==> src/rtl/cpu_core_ws.sv <==
// cpu_core_ws: multicycle accumulator CPU with a register file, Z/V flags,
// conditional jumps, a halt state and a wait-state memory handshake.
module cpu_core_ws #(
    parameter int unsigned INST_SIZE     = 6,
    parameter int unsigned REG_ADDR_SIZE = 4,
    parameter int unsigned MEM_ADDR_SIZE = 6,
    parameter int unsigned WORD_SIZE     = INST_SIZE + REG_ADDR_SIZE + MEM_ADDR_SIZE,
    parameter logic [MEM_ADDR_SIZE-1:0] RESET_PC = '0
) (
    input  logic                     clock,
    input  logic                     reset,
    input  logic                     mem_ready,
    input  logic [WORD_SIZE-1:0]     mem_data_in,
    output logic                     mem_read,
    output logic                     mem_write,
    output logic [MEM_ADDR_SIZE-1:0] mem_address_bus,
    output logic [WORD_SIZE-1:0]     mem_data_out,
    output logic                     halted
);

    localparam int unsigned NUM_REGS = 1 << REG_ADDR_SIZE;
    localparam int unsigned MSB      = WORD_SIZE - 1;

    localparam logic [INST_SIZE-1:0] OP_LDA  = INST_SIZE'(1);
    localparam logic [INST_SIZE-1:0] OP_STA  = INST_SIZE'(2);
    localparam logic [INST_SIZE-1:0] OP_ADD  = INST_SIZE'(3);
    localparam logic [INST_SIZE-1:0] OP_SUB  = INST_SIZE'(4);
    localparam logic [INST_SIZE-1:0] OP_AND  = INST_SIZE'(5);
    localparam logic [INST_SIZE-1:0] OP_OR   = INST_SIZE'(6);
    localparam logic [INST_SIZE-1:0] OP_XOR  = INST_SIZE'(7);
    localparam logic [INST_SIZE-1:0] OP_JMP  = INST_SIZE'(8);
    localparam logic [INST_SIZE-1:0] OP_JZ   = INST_SIZE'(9);
    localparam logic [INST_SIZE-1:0] OP_JV   = INST_SIZE'(10);
    localparam logic [INST_SIZE-1:0] OP_MOVR = INST_SIZE'(11);
    localparam logic [INST_SIZE-1:0] OP_MOVA = INST_SIZE'(12);
    localparam logic [INST_SIZE-1:0] OP_ADDR = INST_SIZE'(13);
    localparam logic [INST_SIZE-1:0] OP_HLT  = {INST_SIZE{1'b1}};

    typedef enum logic [2:0] {
        S_START = 3'd0,
        S_FETCH = 3'd1,
        S_EXEC  = 3'd2,
        S_MEM   = 3'd3,
        S_HALT  = 3'd4
    } state_t;

    state_t                     r_state;
    state_t                     w_next_state;
    logic [MEM_ADDR_SIZE-1:0]   r_pc;
    logic [WORD_SIZE-1:0]       r_ir;
    logic [WORD_SIZE-1:0]       r_acc;
    logic                       r_z;
    logic                       r_v;
    logic [WORD_SIZE-1:0]       r_regs [NUM_REGS];

    logic [INST_SIZE-1:0]       w_opcode;
    logic [REG_ADDR_SIZE-1:0]   w_reg_sel;
    logic [MEM_ADDR_SIZE-1:0]   w_addr;
    logic                       w_is_mem_op;
    logic                       w_is_store;
    logic [WORD_SIZE-1:0]       w_operand;
    logic [WORD_SIZE-1:0]       w_sum;
    logic [WORD_SIZE-1:0]       w_diff;
    logic                       w_add_ovf;
    logic                       w_sub_ovf;
    logic [WORD_SIZE-1:0]       w_result;
    logic                       w_result_v;

    assign w_opcode    = r_ir[WORD_SIZE-1 -: INST_SIZE];
    assign w_reg_sel   = r_ir[MEM_ADDR_SIZE +: REG_ADDR_SIZE];
    assign w_addr      = r_ir[MEM_ADDR_SIZE-1:0];
    assign w_is_mem_op = (w_opcode >= OP_LDA) && (w_opcode <= OP_XOR);
    assign w_is_store  = (w_opcode == OP_STA);

    // State register
    always_ff @(posedge clock or negedge reset) begin
        if (!reset) begin
            r_state <= S_START;
        end else begin
            r_state <= w_next_state;
        end
    end

    // Next-state logic; requests hold their state until mem_ready
    always_comb begin
        w_next_state = r_state;
        case (r_state)
            S_START: w_next_state = S_FETCH;
            S_FETCH: if (mem_ready) w_next_state = S_EXEC;
            S_EXEC: begin
                if (w_opcode == OP_HLT)  w_next_state = S_HALT;
                else if (w_is_mem_op)    w_next_state = S_MEM;
                else                     w_next_state = S_FETCH;
            end
            S_MEM:   if (mem_ready) w_next_state = S_FETCH;
            S_HALT:  w_next_state = S_HALT;
            default: w_next_state = S_START;
        endcase
    end

    // Bus strobes and address decoded from the state register so reset drops them at once
    always_comb begin
        mem_read        = 1'b0;
        mem_write       = 1'b0;
        mem_address_bus = '0;
        mem_data_out    = r_acc;
        halted          = (r_state == S_HALT);
        case (r_state)
            S_FETCH: begin
                mem_read        = 1'b1;
                mem_address_bus = r_pc;
            end
            S_MEM: begin
                mem_read        = !w_is_store;
                mem_write       = w_is_store;
                mem_address_bus = w_addr;
            end
            default: ;
        endcase
    end

    // ALU: memory operand in MEM, register operand in EXEC
    always_comb begin
        w_operand  = (r_state == S_MEM) ? mem_data_in : r_regs[w_reg_sel];
        w_sum      = r_acc + w_operand;
        w_diff     = r_acc - w_operand;
        w_add_ovf  = (r_acc[MSB] == w_operand[MSB]) && (w_sum[MSB] != r_acc[MSB]);
        w_sub_ovf  = (r_acc[MSB] != w_operand[MSB]) && (w_diff[MSB] != r_acc[MSB]);
        w_result   = r_acc;
        w_result_v = r_v;
        case (w_opcode)
            OP_LDA:  w_result = w_operand;
            OP_ADD: begin
                w_result   = w_sum;
                w_result_v = w_add_ovf;
            end
            OP_SUB: begin
                w_result   = w_diff;
                w_result_v = w_sub_ovf;
            end
            OP_AND:  w_result = r_acc & w_operand;
            OP_OR:   w_result = r_acc | w_operand;
            OP_XOR:  w_result = r_acc ^ w_operand;
            OP_MOVA: w_result = w_operand;
            OP_ADDR: begin
                w_result   = w_sum;
                w_result_v = w_add_ovf;
            end
            default: ;
        endcase
    end

    // Datapath: PC, IR, ACC, flags and register file
    always_ff @(posedge clock or negedge reset) begin
        if (!reset) begin
            r_pc  <= RESET_PC;
            r_ir  <= '0;
            r_acc <= '0;
            r_z   <= 1'b0;
            r_v   <= 1'b0;
            for (int i = 0; i < int'(NUM_REGS); i++) begin
                r_regs[i] <= '0;
            end
        end else begin
            case (r_state)
                S_FETCH: begin
                    if (mem_ready) begin
                        r_ir <= mem_data_in;
                        r_pc <= r_pc + MEM_ADDR_SIZE'(1);
                    end
                end
                S_EXEC: begin
                    case (w_opcode)
                        OP_JMP:  r_pc <= w_addr;
                        OP_JZ:   if (r_z) r_pc <= w_addr;
                        OP_JV:   if (r_v) r_pc <= w_addr;
                        OP_MOVR: r_regs[w_reg_sel] <= r_acc;
                        OP_MOVA, OP_ADDR: begin
                            r_acc <= w_result;
                            r_z   <= (w_result == '0);
                            r_v   <= w_result_v;
                        end
                        default: ;
                    endcase
                end
                S_MEM: begin
                    if (mem_ready && !w_is_store) begin
                        r_acc <= w_result;
                        r_z   <= (w_result == '0);
                        r_v   <= w_result_v;
                    end
                end
                default: ;
            endcase
        end
    end

endmodule

==> config.mk <==
export PLATFORM = sky130hd
export DESIGN_NAME = cpu_core_ws
export DESIGN_NICKNAME = d
export VERILOG_FILES = /design/src/rtl/cpu_core_ws.sv
export SDC_FILE = /design/constraint.sdc
export NUM_CORES = 1
export LEC_CHECK = 0
export CAP_MARGIN = 10
export CORE_ASPECT_RATIO = 1.1
export CORE_MARGIN = 3
export CORE_UTILIZATION = 45
export CTS_CLUSTER_SIZE = 8
export DETAILED_ROUTE_END_ITERATION = 10
export DONT_BUFFER_PORTS = 1
export GPL_TIMING_DRIVEN = 0
export PLACE_DENSITY = 0.68
export SLEW_MARGIN = 40
export SYNTH_ARGS = -nofsm -noshare
export SYNTH_HDL_FRONTEND = slang
export SYNTH_SLANG_ARGS = --single-unit
==> constraint.sdc <==
create_clock -name clock -period 7.6 [get_ports clock]
set_clock_uncertainty 0.2 [all_clocks]
set_input_delay 1.52 -clock clock [delete_from_list [all_inputs] [get_ports clock]]
set_output_delay 1.52 -clock clock [all_outputs]
set_load 0.01 [all_outputs]
==> summary.md <==
| Metric | Value |
|---|---|
| Status | finished, final reports clean |
| Max FO, Critical Path | 10 |
| Post-route DRC | 0 |
| Layout Utilization | between 50% and 60% |
| Worst r2r src | r_ir[9] |
| Switching pwr | around 2800 µW |
| Number of library cell types mapped by synthesis | 75 |
| Dominant cells by area after synthesis | dfrtp_1, mux4_2, mux2_2 |
| Avg Cell Area, Syn | 11.0 µm² |
| RSZ-0062 raised after global routing | no |
| Total GRT Usage | around a quarter |
| Sw Share | a little over two fifths |
| Max clock buf depth | 3 |
| Clock power frac | between 20% and 30% |
| Mapped Nets | 1,562 |
| Vias/cell | just over 6 |
| Largest net degree at the start of global routing | 300 |
| Fraction of registers with async set/reset | between 90% and 100% |
| Gr ovfl total | 0 |
| Mapped Area | approximately 16,000 µm² |
| Clk sink count | around 300 |
| Reg clk slew, reported paths | about 0.05 ns |
| Post-CTS Repair Setup Buffers | 0 |
| Final Hold Viols | 0 |
| WP data required | approximately 8 ns |
| MaxCap Viol Count | 0 |
| Seq/Total Area, Yosys | between 40% and 50% |
| Share of layout cells above drive strength 1 | 14.9% |
| Port bufs | 0 |
| First-pass GRT wire length | 75,600 µm |
| CP Launch Type | flop |
| CP startpoint | r_ir[9] |
| Place WS | about 1.1 ns |
| TritonRoute pass-1 iters | 6 |
| P_leak | 0.00821 µW |
| Cell taking the most area after synthesis | dfrtp_1 |
| Post-DR wirelength/cell | 24.4 µm |
| Combinational power share | a little under half |
| Mapped Cells | 1,479 |
| Hold WC Path Type | flop to flop |
| Yosys warnings | 0 |
| Core Rows | 72 |
| PD cells | around 370 nW/µm² |
| Setup TNS | 0 ns |
| Via total after detailed routing | between 10,000 and 15,000 |
| HPWL after DPL | 35,400 µm |
| Max VDD drop | roughly 0.16 mV |
| Synth-to-Final Area Change | 11.0% |
| Post-route setup slack | 1.05 ns |
| Top FF cell, synth | dfrtp_1 |
| Achievable Freq | between 150 and 200 MHz |
| Initial core utilization | 45.9% |
| Most frequent cells in the layout | dfrtp_1, nand2_1, o21ai_0, clkbuf_1, mux2_2 |
| Clock Tree Root | clkbuf_16 |
| Most common cell after layout, fill and taps aside | dfrtp_1 |
| CTS tree | built |
| Die Area | slightly below 40,000 µm² |
| Final ANT Viol Nets | 0 |
| Initial antenna violation count | 0 |
| Type of the worst setup path | flop to flop |
| Core area | 35,500 µm² |
| Number of DRC markers in iteration 0 | around 1,100 |
| Critical path arrival | approximately 6.8 ns |
| Max-slew violations | 0 |
| Internal Power | 3890 µW |
| Final Cycle Share | between 80% and 90% |
| Share of the synthesized area in the top cell type | roughly 46% |
| Die Width | between 150 and 200 µm |
| H-tree depth | 2 |
| Placer Congestion | ~0.93 |
| Post-synth EDFFs | 0 |
| WL final | between 40,000 and 50,000 µm |
| Rel. slew slack | 38.2% |
| Hold-fix buffers, CTS | 0 |
| Final min period | approximately 6.6 ns |
| Chip Height | 206 µm |
| Finish-stage setup viols | 0 |
| Critical hold path startpoint | r_regs[139] |
| Post_cts resized | 0 |
| Fin nets | roughly 1,600 |
| Slew @ Worst Pin | slightly above 0.9 ns |
| Filler instances | 3,177 |
| CP Capture Type | flop |
| CTS Buf Count | 43 |
| # IOs | 44 |
| Number of global-route vias before repair | about 13,000 |
| Synthesis-stage register bit count | 299 |
| Flop pwr share | 28.8% |
| Clk_lat worst skew | between 0.5 and 0.6 ns |
area by class of cell:
class,count,area [µm²],share of cell area [%]
clock inverters,1,30.0,0.166
multi-input cells,1017,8190,45.2
plain buffers,107,453,2.50
clock buffers,46,1130,6.24
diodes,2,5.00,0.0277
inverters,56,210,1.16
well taps,481,602,3.33
flip-flops and latches,299,7480,41.3
cells by family (layout without fill, tap and decap cells):
| logic type | count (synthesis) | in the layout | share of synthesized area, % |
|---|---|---|---|
| AND/OR/NAND/NOR | 341 | 341 | 9.36 |
| AO/OA/AOI/OAI | 326 | 326 | 12.1 |
| flip-flops | 299 | 299 | 45.9 |
| multiplexers | 259 | 259 | 22.2 |
| buffers and inverters | 163 | 210 | 4.04 |
| adder cells (fa/ha/maj) | 64 | 64 | 5.00 |
| XOR/XNOR | 27 | 27 | 1.45 |
| other | 0 | 2 | 0 |
final timing paths:
kind | end | slack, ns | depth (start not counted)
setup / recovery | r_z | 1.05 | 18
hold / removal | r_regs[139] | 0.27 | 2
setup reg to reg | r_z | 1.05 | 18
hold reg to reg | r_regs[139] | 0.27 | 2
max in group asynchronous | r_regs[199] | 6.06 | 0
min in group asynchronous | r_state[2] | 0.49 | 0
synthesized netlist by cell type (all sizes together), types with 7 or more instances:
cell type	n
a21oi	43
a221oi	8
a22oi	18
a31oi	9
buf	22
clkbuf	85
dfrtp	299
ha	62
inv	51
mux2	150
mux2i	43
mux4	66
nand2	188
nand2b	12
nand3	22
nor2	57
nor2b	12
nor3	11
o21ai	167
o21bai	13
o22ai	9
xnor2	20
xor2	7
metal layers:
metal,wire [µm],track usage [%]
met4,2240,11.2
met5,0,0
met1,20100,31.8
met2,24100,44.4
met3,2600,4.04
sequential cells by signal (all words and copies together) (netlist names):
register      flops
r_v               1
mem_data_out     16
r_z               1
r_regs          256
r_pc              6
r_ir             16
r_state           3
per-stage QoR:
step	cell area (µm²)	total power, µW	cells	hold WS, ns
floorplan	16300	4020	1479	0.242
global placement	16900	4910	1960	0.257
detailed placement	16900	4950	1960	0.265
CTS	18100	6680	2007	0.276
global route	18100	7050	2007	0.293
finish	18100	6710	2009	0.273
power by group through the flow:
stage                     registers (µW)  clock network, µW  logic, µW
final                               1930               1710       3070
after global routing                1950               1800       3300
after CTS                           1930               1730       3020
after detailed placement            1950                  0       3000
after global placement              1950                  0       2960
after floorplan                     1870                  0       2150
worst max-delay path, stage by stage (launching register included):
cell and delay [ns]:
dfrtp_1 0.48, buf_1 0.58, clkbuf_1 0.68, buf_2 0.50, mux4_2 0.40, mux2i_1 0.16
nand2_1 0.09, o211ai_1 0.33, ha_1 0.26, or3b_1 0.40, a21oi_1 0.34, o31a_1 0.21
xnor2_1 0.08, a221oi_1 0.27, a22oi_1 0.19, nor4_2 0.41, o211ai_1 0.13, or4_1 0.49
o32ai_2 0.22
Note: power is estimated with default switching activity, not from simulation.
